## src/rtl/tbuf_bus_arbiter_pkg.sv

```systemverilog
// Shared types and width helpers for the tristate bus arbiter.
// Widths never drop below one bit so degenerate parameters still elaborate.
package tbuf_arb_pkg;

    typedef enum logic [1:0] {
        IDLE,
        GRANT,
        TURN
    } state_t;

    function automatic int idx_w(input int n);
        return (n <= 2) ? 1 : $clog2(n);
    endfunction

    function automatic int turn_w(input int t);
        return (t <= 2) ? 1 : $clog2(t);
    endfunction

    function automatic int hold_w(input int m);
        return (m <= 1) ? 1 : $clog2(m + 1);
    endfunction

endpackage

```

## src/rtl/tbuf_bus_arbiter_rr_pick.sv

```systemverilog
// Combinational round-robin picker: the pointer slot has top
// priority, then ascending indices with wrap.
module rr_pick
    import tbuf_arb_pkg::*;
#(
    parameter int N_REQ = 4
) (
    input  logic [N_REQ-1:0]        req_i,
    input  logic [idx_w(N_REQ)-1:0] ptr_i,
    output logic [idx_w(N_REQ)-1:0] win_o,
    output logic                    valid_o
);

    localparam int IW = idx_w(N_REQ);

    int            j;
    logic [IW-1:0] jw;

    always_comb begin
        win_o   = '0;
        valid_o = 1'b0;
        j       = 0;
        jw      = '0;
        // Scan from the far end so the pointer slot is written last.
        for (int i = N_REQ - 1; i >= 0; i--) begin
            j = int'(ptr_i) + i;
            if (j >= N_REQ) j = j - N_REQ;
            jw = IW'(j);
            if (req_i[jw]) begin
                win_o   = jw;
                valid_o = 1'b1;
            end
        end
    end

endmodule

```

## src/rtl/tbuf_bus_arbiter.sv

```systemverilog
// Round-robin owner sequencer for a shared tristate net, with an
// all-off turnaround between owners and optional forced release.
module tbuf_bus_arbiter
    import tbuf_arb_pkg::*;
#(
    parameter int N_REQ    = 4,
    parameter int TURN_CYC = 1,
    parameter int MAX_HOLD = 16,
    parameter int PAD_IDX  = 0
) (
    input  logic                    CK,
    input  logic                    RST,
    input  logic [N_REQ-1:0]        req,
    output logic [N_REQ-1:0]        gnt,
    output logic [N_REQ-1:0]        en,
    output logic                    pad_oen,
    output logic [idx_w(N_REQ)-1:0] owner_id,
    output logic                    busy,
    output logic                    timeout
);

    localparam int IW = idx_w(N_REQ);
    localparam int TW = turn_w(TURN_CYC);
    localparam int HW = hold_w(MAX_HOLD);

    localparam logic [N_REQ-1:0] ONE = N_REQ'(1);
    localparam logic [TW-1:0] TURN_LAST = TW'(TURN_CYC - 1);
    localparam logic [HW-1:0] HOLD_SAT =
        (MAX_HOLD == 0) ? {HW{1'b1}} : HW'(MAX_HOLD);
    localparam logic [IW-1:0] PAD_ID = IW'(PAD_IDX);
    localparam logic [IW-1:0] LAST_ID = IW'(N_REQ - 1);

    state_t           state_q;
    logic [IW-1:0]    ptr_q;
    logic [HW-1:0]    hold_q;
    logic [TW-1:0]    turn_q;
    logic [N_REQ-1:0] gnt_q;
    logic             pad_oen_q;
    logic [IW-1:0]    owner_q;
    logic             busy_q;
    logic             timeout_q;

    logic [IW-1:0] win_d;
    logic          win_vld_d;
    logic [IW-1:0] ptr_d;
    logic          own_req_d;
    logic          hold_done_d;

    rr_pick #(
        .N_REQ(N_REQ)
    ) u_pick (
        .req_i  (req),
        .ptr_i  (ptr_q),
        .win_o  (win_d),
        .valid_o(win_vld_d)
    );

    assign own_req_d   = req[owner_q];
    assign ptr_d       = (owner_q == LAST_ID) ? '0 : owner_q + 1'b1;
    assign hold_done_d = (MAX_HOLD != 0) && (hold_q == HOLD_SAT);

    always_ff @(posedge CK) begin
        if (RST) begin
            state_q   <= IDLE;
            ptr_q     <= '0;
            hold_q    <= '0;
            turn_q    <= '0;
            gnt_q     <= '0;
            pad_oen_q <= 1'b1;
            owner_q   <= '0;
            busy_q    <= 1'b0;
            timeout_q <= 1'b0;
        end else begin
            timeout_q <= 1'b0;
            unique case (state_q)
                IDLE: begin
                    if (win_vld_d) begin
                        state_q   <= GRANT;
                        gnt_q     <= ONE << win_d;
                        pad_oen_q <= (win_d != PAD_ID);
                        owner_q   <= win_d;
                        hold_q    <= HW'(1);
                        busy_q    <= 1'b1;
                    end
                end
                GRANT: begin
                    if (!own_req_d || hold_done_d) begin
                        state_q   <= TURN;
                        gnt_q     <= '0;
                        pad_oen_q <= 1'b1;
                        ptr_q     <= ptr_d;
                        turn_q    <= '0;
                        timeout_q <= own_req_d;
                    end else if (hold_q != HOLD_SAT) begin
                        hold_q <= hold_q + 1'b1;
                    end
                end
                TURN: begin
                    if (turn_q == TURN_LAST) begin
                        state_q <= IDLE;
                        busy_q  <= 1'b0;
                    end else begin
                        turn_q <= turn_q + 1'b1;
                    end
                end
                default: state_q <= IDLE;
            endcase
        end
    end

    assign gnt      = gnt_q;
    assign en       = gnt_q;
    assign pad_oen  = pad_oen_q;
    assign owner_id = owner_q;
    assign busy     = busy_q;
    assign timeout  = timeout_q;

endmodule

```

## config.mk

```make
export PLATFORM = sky130hd
export DESIGN_NAME = tbuf_bus_arbiter
export DESIGN_NICKNAME = d
export VERILOG_FILES = /design/src/rtl/tbuf_bus_arbiter_pkg.sv /design/src/rtl/tbuf_bus_arbiter_rr_pick.sv /design/src/rtl/tbuf_bus_arbiter.sv
export SDC_FILE = /design/constraint.sdc
export NUM_CORES = 1
export LEC_CHECK = 0
export CORE_MARGIN = 2
export CORE_UTILIZATION = 30
export CTS_CLUSTER_SIZE = 40
export DETAILED_ROUTE_END_ITERATION = 10
export GPL_TIMING_DRIVEN = 0
export PLACE_DENSITY_LB_ADDON = 0.08
export SYNTH_ARGS = -nofsm -noshare
export SYNTH_HDL_FRONTEND = slang
export SYNTH_SLANG_ARGS = --single-unit
```

## constraint.sdc

```tcl
create_clock -name CK -period 5.05 [get_ports CK]
set_input_delay 1.01 -clock CK [delete_from_list [all_inputs] [get_ports CK]]
set_output_delay 1.01 -clock CK [all_outputs]
set_load 0.01 [all_outputs]
```

Word-level counts from Yosys, hierarchy flattened --
Index checks and enable logic that the tools add are counted.
Word-level totals: register bits 19, bits in latches 0, bits in writable memories 0, bits in read-only memories 0, input port bits 6, output and inout bits 13, memories kept 0
Operators by class: add/subtract/negate cells 10, multiply operators 0, div/mod/pow operators 0, magnitude comparators 9, equal/unequal tests 10, shift operators 1, mux-type cells 43, bitwise logic cells 2, reductions and logical operators 15
Operators with widths (number):
- two-way mux 2 bit | 12
- less-than comparator 2 x 3 -> 1 bit, second input constant | 5
- two-way mux 1 bit | 15
- two-way mux 5 bit | 3
- binary-select mux 1 bit (select 2 bit) | 5
- case mux 5 bit (2 select lines) | 1
- >= comparator 3 bit, second input constant | 3
- AND reduction 3 bit | 3
- two-way mux 4 bit | 2
- inequality test 2 bit, second input constant | 4
- case mux 4 bit (2 select lines) | 1
- nonzero test 2 bit | 4
- subtractor 2 x 1 -> 2 bit, second input constant | 4
- adder 2 x 2 -> 3 bit, second input constant | 2
- case mux 1 bit (2 select lines) | 3
- case mux 2 bit (3 select lines) | 1
- AND reduction 2 bit | 3
- adder 5 x 1 -> 5 bit, second input constant | 1
- == test 5 bit, second input constant | 1
- inequality test 5 bit, second input constant | 1
- == test 2 bit, second input constant | 2
- AND reduction 4 bit | 1
- left shift 1 x 2 -> 4 bit, first input constant | 1
- adder 2 x 1 -> 3 bit, second input constant | 1
- 10 further kinds | 11

Longest topological paths before layout --
Gate-level depths: netlist of run 1.
word-level depth 12, mapped depth 7, mapped depth without buffers 7

Modules after synthesis --
From an unflattened synthesis of run 1, not the netlist that was laid out.
Unflattened totals: cell total of the unflattened synthesis 104, area total of the unflattened synthesis 937.1 um2
By module, submodules not included:
- tbuf_bus_arbiter | instances 1, cells each 91, area each 859.6 um2, sequential area each 360.3 um2
- rr_pick | instances 1, cells each 13, area each 77.6 um2, sequential area each 0.0 um2

Worst setup path before layout of run 1 --
OpenSTA, ideal clock, no wires.
path kind input to register, start point input req[3], end point register ptr_q[0], setup time 0.067 ns, arrival 2.237 ns, required time 4.983 ns, setup slack 2.746 ns, stages 5, cell sequence mux4_2 and2_4 nand2b_4 or3_1 a21oi_2
Between the ends: word-level cells in the longest chain between the ends 5
Ends and longest elaborated chain:
- start: declaration | RTL line tbuf_bus_arbiter.sv:13 | input logic [N_REQ-1:0] req,
- binary-select mux 1 bit (select 2 bit) | RTL line tbuf_bus_arbiter.sv:58 | assign own_req_d = req[owner_q];
- two-way mux 1 bit (not written as such) | RTL line tbuf_bus_arbiter.sv:58
- zero test 1 bit | RTL line tbuf_bus_arbiter.sv:87 | if (!own_req_d || hold_done_d) begin
- logical OR 1 bit | RTL line tbuf_bus_arbiter.sv:87
- AND reduction 2 bit (no line)
- end signal: assignment | RTL line tbuf_bus_arbiter.sv:91 | ptr_q <= ptr_d;
- end: declaration | RTL line tbuf_bus_arbiter.sv:34 | logic [IW-1:0] ptr_q;
Every way passes these cells. The select of a mux whose other input is x is not followed. A chain may end at the register's enable or synchronous reset.

Worst setup path after layout of run 1 --
start point input req[1], end point register gnt_q[3] (netlist: en[3])
Between the ends: word-level cells in the longest chain between the ends 9, elaborated cells on any way between the ends 26, those cells by class 2 x eq/ne; 1 x shift; 20 x mux; 3 x reduce/logical
Ends and longest elaborated chain:
- binary-select mux 1 bit (select 2 bit) | RTL line tbuf_bus_arbiter_rr_pick.sv:29 | if (req_i[jw]) begin
- two-way mux 1 bit (not written as such) | RTL line tbuf_bus_arbiter_rr_pick.sv:29
- two-way mux 2 bit (4 in series) | RTL line tbuf_bus_arbiter_rr_pick.sv:29
- left shift 1 x 2 -> 4 bit | RTL line tbuf_bus_arbiter.sv:79 | gnt_q <= ONE << win_d;
- two-way mux 4 bit | RTL line tbuf_bus_arbiter.sv:77 | if (win_vld_d) begin
- case mux 4 bit (2 select lines) | RTL line tbuf_bus_arbiter.sv:75 | unique case (state_q)
- end signal: assignment | RTL line tbuf_bus_arbiter.sv:79
- end: declaration | RTL line tbuf_bus_arbiter.sv:37 | logic [N_REQ-1:0] gnt_q;
Several ways; a longest one is shown, not always the timed one. The select of a mux whose other input is x is not followed.

==> results of run 1 <==
## state kept, by name (all words and copies together), names as in the netlist
| register | count |
|---|---|
| hold_q | 5 |
| en | 4 |
| owner_id | 2 |
| ptr_q | 2 |
| state_q | 2 |
| busy | 1 |
| pad_oen | 1 |
| timeout | 1 |
## path summary, 6_finish.rpt
| kind | startpoint | to | depth (start not counted) |
|---|---|---|---|
| worst max-delay path | req[1] | en[3] | 6 |
| worst min register to register | busy | busy | 2 |
| worst max register to register | owner_id[1] | ptr_q[0] | 5 |
| worst min-delay path | busy | busy | 2 |
## through the flow
step                      utilization [%]  cell area [um^2]  setup slack [ps]  hold slack (ps)
after detailed placement             38.1              1130              2070              491
after global routing                 38.9              1160              2230              524
after CTS                            38.9              1160              2370              506
after floorplan                         -               913              2750              462
final                                38.9              1160              2370              503
after global placement               38.1              1130              2080              489
## critical path: cells and delay by family
kind | cells | cell delay, ps
and+or+nand+nor | 3 | 950
AOI/OAI and AO/OA | 2 | 460
buffers and inverters | 1 | 490
## kinds of logic after synthesis
logic type	synth area share, %
compound gates	16.3
xor+xnor	2.88
fa+ha+maj	4.11
buf+inv	5.75
flops	39.5
mux	3.56
simple gates	27.9
## cell type report
cell class                 instances  area (um^2)
fill                             313         1820
sequential                        18          360
inverter                           5         18.8
buffer                             5         33.8
timing repair buffer              18          180
multi-input combinational         74          500
clock buffer                       3         22.5
tap                               33         41.3
## power by group
group	total [mW]	leakage, nW	internal [mW]	switching [mW]
logic	0.0806	0.313	0.0416	0.0390
registers	0.161	0.147	0.152	0.00951
clock network	0.0689	0.0138	0.0277	0.0412
## synth_stat cells, drive strengths merged
library cell   n  area share (%)
mux4           1             2.5
clkbuf         1            0.41
nor2          17             7.0
nand2          6             2.5
nand2b         4             3.6
mux2i          1             1.1
ha             3             4.1
and2           3             2.5
and2b          1            0.82
a22o           2             1.9
and3           3             2.1
inv            5             2.1
a211oi         2             1.6
xor2           3             2.9
or3            2             1.4
o21bai         1            0.82
o21ai          1            0.55
buf            4             3.3
nor3           2             1.1
nand4bb        1             3.0
nand3          5             2.7
a32oi          3             2.9
dfxtp         18              39
a21oi          5             3.2
o311a          1             1.2
nor4           1            0.69
o22ai          2             1.4
nor2b          1            0.69
a21o           2             1.8
a211o          1            0.96
## placed cells by master, fill, tap and decap left out, drive strengths merged, types with 2 or more instances in the layout
cell type,synthesis,routed
a211oi,2,2
a21o,2,2
a21oi,5,5
a22o,2,2
a32oi,3,3
and2,3,3
and3,3,3
buf,4,4
clkbuf,1,4
clkdlybuf4s50,0,18
dfxtp,18,18
ha,3,3
inv,5,5
nand2,6,6
nand2b,4,4
nand3,5,5
nor2,17,17
nor3,2,2
o22ai,2,2
or3,2,2
xor2,3,3
## layer usage
layer / wire length, um / track usage, % / vias up
met5: 0 / 0 / -
met4: 19 / 6.82 / 0
met3: 86 / 2.84 / 2
met2: 939 / 21.0 / 13
met1: 889 / 15.1 / 358
li1: - / - / 404
==> out/metrics.csv, run 1 <==
metric,value,unit
run status,finished clean,
Worst Path Arrival,2910,ps
Synth Cell Area,913,um^2
largest net degree at the start of global routing,11,
ANT nets after route,0,
post-synthesis cell count,102,
die width,59.2,um
CTS Sinks,18,
syn avg cell area,8.95,um^2
Die Y,59.2,um
total power,0.311,mW
Initial Util,30.7,%
Max clock buf depth,2,
Synth cell types,35,
Post-route DRC,0,
Power Density,269,mW/mm^2
Overall Global Routing Usage,12.6,%
Top Ports,19,
CTS tree,built,
worst-path fanout max,7,
crit share post-route,53.1,%
vias per inst,4.98,
Area growth syn-to-layout,26.7,%
vias in the first global route,758,
post-synthesis sequential area ratio,39.5,%
routed len/inst,12.4,um
Synth Warn #,0,
Slowest cell on crit path,nor4_1,
worst clock skew,3.84,ps
crit path kind,input port to register,
Total Neg Setup Slack,0,ps
final setup violation count,0,
Post-Route WL,1940,um
initial drt markers,39,
Critical Path RT,5280,ps
CTS buffer count,3,
crit start category,input port,
Routability Congestion,0.694,
die area,0.00350,mm^2
DR pass1 iterations,4,
first-pass GRT wire length,3280,um
fin crit period,2680,ps
P_leak,0.475,nW
endpoint class of the critical path,register,
Non-Filler Instances,156,
Post-CTS Resized,0,
hold-fix buffers at CTS,0,
setup bufs post-CTS,0,
Clock Pin Slew Worst Setup and Hold Paths,100,ps
initial antenna violation count,0,
VDD IR max,0.106,mV
PortBufs,18,
Core Rows,20,
max-slew violations,0,
"setup slack, reg-to-reg",3210,ps
core footprint,0.00298,mm^2
normalized max-slew margin,62.2,%
ANT cells,0,
"Remaining Overflow, GRT",0,
nets@finish,134,
Critical Path Max Stage Delay,570,ps
"Clk Latency, worst-skew pair",280,ps
CTS Root Buffer Type,clkbuf_4,
cell chain of the critical path,clkdlybuf4s50_1 > nor4_1 > a21oi_1 > and2_1 > nor2_1 > a22o_1,
routed vias,777,
fraction of layout cells with a size suffix above 1,12.2,%
"flops & latches, synth",18,
Least-Margin Pin Slew,562,ps
path type of the worst min-delay path,register to register,
syn nets,111,
CTS H-tree depth,1,
final number of hold-violating endpoints,0,
fmax,373,MHz
Placed Instances,153,
Max-Cap Viols,0,
RSZ-0062 raised after global routing,false,
HPWL Detailed,1480,um
No activity file was read; power rests on OpenSTA's default activity.
==> run 2: changes to the inputs <==
Clock period 5.05 ns to 2.2 ns, I/O delays scaled along.
==> run 2 against run 1 <==
  * Sequential share of layout area decreased by 0.17 points
  * Hold slack unchanged
  * Global-route usage unchanged
  * Utilization increased by 0.21 points
  * Sequential power increased by 130%
  * Sequential cell count unchanged
  * Critical path depth unchanged
  * Power increased by 130%
==> out/metrics.csv, run 2 (synthesized netlist as in run 1, its figures left out) <==
metric,value,unit,change
Worst Path Arrival,2300,ps,-610 ps
core footprint,0.00298,mm^2,unchanged
Power Density,614,mW/mm^2,+130%
Psw,0.207,mW,+130%
Top Ports,19,,unchanged
run status,finished clean,,
initial drt markers,29,,-26%
DR pass1 iterations,4,,unchanged
CTS Root Buffer Type,clkbuf_4,,
CTS buffer count,3,,unchanged
GR Util met1,15.1,%,unchanged
CTS Sinks,18,,unchanged
final number of hold-violating endpoints,0,,unchanged
Clk pwr share,22.2,%,about the same
Largest register FFs,5,,unchanged
Non-Filler Instances,156,,unchanged
Post-Route WL,1930,um,-0.15%
nets@finish,134,,unchanged
sequential power share,51.9,%,about the same
Pint,0.508,mW,+130%
Routability Congestion,0.694,,unchanged
M3 GR Usage,2.84,%,unchanged
crit start category,input port,,
routed vias,779,,+0.26%
Gate power share,26.0,%,about the same
Post-route DRC,0,,unchanged
vias in the first global route,758,,unchanged
vias per inst,4.99,,+0.26%
final setup violation count,0,,unchanged
Post-CTS Resized,0,,unchanged
most frequent cells in the layout,"dfxtp_1 (18), clkdlybuf4s50_1 (18), nor2_1 (17)",,
Placement Setup Slack,-213,ps,-2280 ps
worst clock skew,3.51,ps,-0.331 ps
ANT cells,0,,unchanged
PortBufs,18,,unchanged
normalized max-slew margin,66.9,%,+4.7 points
path type of the worst min-delay path,register to register,,
Max-Cap Viols,0,,unchanged
initial antenna violation count,0,,unchanged
Critical Path RT,2430,ps,-2850 ps
Core Rows,20,,unchanged
Placed Instances,153,,unchanged
"Remaining Overflow, GRT",0,,unchanged
VDD IR max,0.244,mV,+130%
CTS H-tree depth,1,,unchanged
Sw Share,28.9,%,+0.069 points
ANT nets after route,0,,unchanged
Top reg by flops,hold_q,,
max-slew violations,0,,unchanged
Initial Util,30.7,%,unchanged
Clock Pin Slew Worst Setup and Hold Paths,100,ps,about the same
"Clk Latency, worst-skew pair",280,ps,about the same
Die Y,59.2,um,unchanged
Max clock buf depth,2,,unchanged
P_leak,0.475,nW,about the same
GRT met2 Usage,21.0,%,unchanged
layer carrying the most global-route usage,met2,,
die width,59.2,um,unchanged
Overall Global Routing Usage,12.6,%,unchanged
fraction of layout cells with a size suffix above 1,13.0,%,+0.81 points
crit path kind,input port to register,,
RSZ-0062 raised after global routing,false,,
routed len/inst,12.4,um,-0.15%
Area growth syn-to-layout,27.4,%,
Least-Margin Pin Slew,497,ps,-65.3 ps
fmax,483,MHz,
largest net degree at the start of global routing,11,,unchanged
hold-fix buffers at CTS,0,,unchanged
endpoint class of the critical path,register,,
CTS tree,built,,
die area,0.00350,mm^2,unchanged
HPWL Detailed,1480,um,unchanged
first-pass GRT wire length,3280,um,unchanged
fin crit period,2070,ps,
crit share post-route,94.1,%,
setup bufs post-CTS,0,,unchanged
worst-path fanout max,5,,-2
final worst setup slack,129,ps,-2240 ps
==> run 2: cell counts in the layout (fill, tap and decap cells not counted) <==
Identical to the previous run, type by type.
==> run 2: worst paths after layout <==
path / startpoint / endpoint / slack, ps / depth (start not counted)
hold / removal: busy / busy / 500 / 2
hold reg to reg: busy / busy / 500 / 2
setup / recovery: req[3] / ptr_q[0] / 130 / 6
setup reg to reg: owner_id[1] / ptr_q[0] / 360 / 5
==> run 2: cell type report <==
| type | instances | area [um^2] |
|---|---|---|
| Fill cell | 312 | 1810 |
| Multi-Input combinational cell | 74 | 507 |
| Sequential cell | 18 | 360 |
| Timing Repair Buffer | 18 | 180 |
| Tap cell | 33 | 41.3 |
| Buffer | 5 | 33.8 |
| Clock buffer | 3 | 22.5 |
| Inverter | 5 | 18.8 |
==> run 2: power by group through the flow <==
stage / Combinational (mW) / Sequential (mW) / Clock [mW]
3_5_place_dp: 0.187 / 0.379 / 0
5_1_grt: 0.206 / 0.375 / 0.187
4_1_cts: 0.188 / 0.371 / 0.172
2_1_floorplan: 0.110 / 0.380 / 0
6_report: 0.186 / 0.371 / 0.158
3_3_place_gp: 0.185 / 0.378 / 0
==> run 2: per-stage QoR <==
stage               utilization (%)  hold WS [ps]  setup TNS [ps]  power (mW)  cell area (um^2)
floorplan                         -           462               0       0.490               913
global placement               38.1           489            -834       0.563              1130
detailed placement             38.1           491            -953       0.565              1130
CTS                            38.9           506               0       0.731              1160
global route                   39.1           524               0       0.768              1160
finish                         39.1           503               0       0.715              1160
==> run 2: worst max-delay path: stages <==
cell             delay, ps
clkdlybuf4s50_1        490
mux4_2                 570
and2_4                 180
nand2b_4               150
or3_1                  330
a21oi_2                130
==> run 2: metal layers <==
metal	vias up	routed length [um]
met4	0	19
met3	2	86
met1	361	895
met5	-	0
met2	13	931
li1	403	-
==> patch (flow settings as in run 1) <==
Register the output `timeout` once more, with the module's reset; this adds one clock of latency there. The other outputs are not delayed to match.
--- a/src/rtl/tbuf_bus_arbiter.sv
+++ b/src/rtl/tbuf_bus_arbiter.sv
@@ -113,7 +113,13 @@
     assign pad_oen  = pad_oen_q;
     assign owner_id = owner_q;
     assign busy     = busy_q;
-    assign timeout  = timeout_q;
+    always_ff @(posedge CK) begin
+        if (RST) begin
+            timeout <= '0;
+        end else begin
+            timeout <= timeout_q;
+        end
+    end
 
 endmodule
 
Formal check against the unedited RTL: no difference found for any inputs over 10 cycles, from zero or initial values and one cycle with RST high; that may be too few to reach the edited logic, so the function may still have changed.
==> patch against run 1 <==
  * Total power rose by 5.0%
  * First-iteration DRC count grew 15%
  * Hold slack got worse by 0.055 ns
  * Clock skew is 0.0055 ns higher
  * Wire length up 0.31%
  * Design area is 2.3% higher
  * Critical endpoint is now owner_id[0]
  * Sequential cell count rose by 1
  * Non-clock buffer count grew 2
  * Synthesized cell count rose by 4.9%
  * Synthesized area up 2.5%
  * Worst setup slack improved by 0.16 ns
  * Clock power rose by 10%
  * Critical path depth did not move
==> patch: results (changes against run 1) <==
stage,metric,value,unit,change
sta,max_freq,0.397,GHz,+6.3%
drt,wl_met3,117,µm,+36%
drt,wl_met1,976,µm,+9.8%
setup_path,cp_slowest_stage_delay,0.61,ns,+0.04 ns
setup_path,critPathLaunch,req[3],,
grt,grt_pass1_wl,3400,µm,+3.6%
clock_network,clk_latency,0.30,ns,+0.02 ns
sta,tightest_slew,0.444,ns,-0.118 ns
sta,finClkSkew,0.00935,ns,+0.00551 ns
cells_and_area,drive_gt1_share,7.75,%,-4.4 points
setup_path,worstPathArrival,2.76,ns,-0.15 ns
drt,routed-wl-met2,833,µm,-11%
grt,grt_use_total,12.8,%,+0.17 points
drt,totalWireLength,1940,µm,+0.31%
logic_synthesis,netlist_top_cells_area,"dfxtp_1 (41%), a21oi_1 (6.4%), nor2_1 (4.4%)",,
drt,drtIter0Drc,45,,+15%
grt,met3_usage,5.19,%,+2.4 points
place,pre_cts_ws,2.22,ns,+0.150 ns
setup_path,r2r_slack,3.33,ns,+0.12 ns
status,outcome,"complete, no violations",,
grt,use_met1,18.7,%,+3.5 points
cells_and_area,nets,139,,+3.7%
pwr,peakVddDrop,0.000131,V,+24%
cells_and_area,fillCellCount,329,,+5.1%
place,gp_congestion,0.744,,+7.1%
worst_hold_path,hp-start,timeout_q,,
logic_synthesis,syn_nets,116,,+4.5%
place,hpwl,1470,µm,-0.65%
setup_path,critPathMaxFanout,9,,+2
setup_path,cp_slowest_cell,clkdlybuf4s50_1,,
## patch: cell count changes in the layout (fill, tap and decap cells not counted), sizes merged, moves of 3 or more
cell / run 1 / this run
a21oi: 5 / 12
nand3: 5 / 8
a32o: 0 / 4
nor2: 17 / 11
xor2: 3 / 0
nor2b: 1 / 4
nand2b: 4 / 1
## patch: kinds of logic (layout without fill, tap and decap cells)
family | count (synthesis) | after routing | synth area share (%)
adders and majority gates | 3 | 3 | 4.01
muxes | 4 | 4 | 5.61
AOI/OAI and AO/OA | 27 | 27 | 19.0
DFF | 19 | 19 | 40.6
buffers and inverters | 12 | 34 | 7.22
and+or+nand+nor | 42 | 42 | 23.5
## patch: worst paths after layout
| path | depth (start not counted) | to |
|---|---|---|
| worst max-delay path | 6 | owner_id[0] |
| worst min-delay path | 1 | timeout |
| worst max register to register | 5 | en[0] |
| worst min register to register | 1 | timeout |
## patch: worst max-delay path, delay by kind of cell
kind            cells  cell delay (ns)
buf+inv             2             0.76
simple gates        3             0.86
compound gates      1             0.13
## patch: stage by stage
step                      cell area [µm²]  std cells  total power [mW]
final                                1180        162             0.327
after global routing                 1180        162             0.351
after global placement               1160        158             0.254
after CTS                            1180        162             0.332
after detailed placement             1160        158             0.255
after floorplan                       936        107             0.220
## patch: area by class of cell
| cell class | count | area share, % |
|---|---|---|
| well taps | 33 | 3.49 |
| multi-input cells | 76 | 41.2 |
| flip-flops and latches | 19 | 32.1 |
| plain buffers | 7 | 4.12 |
| inverters | 5 | 1.59 |
| repair buffers | 18 | 15.2 |
| clock buffers | 4 | 2.22 |
## patch: power by group
group	switching (mW)	internal, mW
combinational	0.0390	0.0415
sequential	0.00952	0.160
clock	0.0453	0.0307
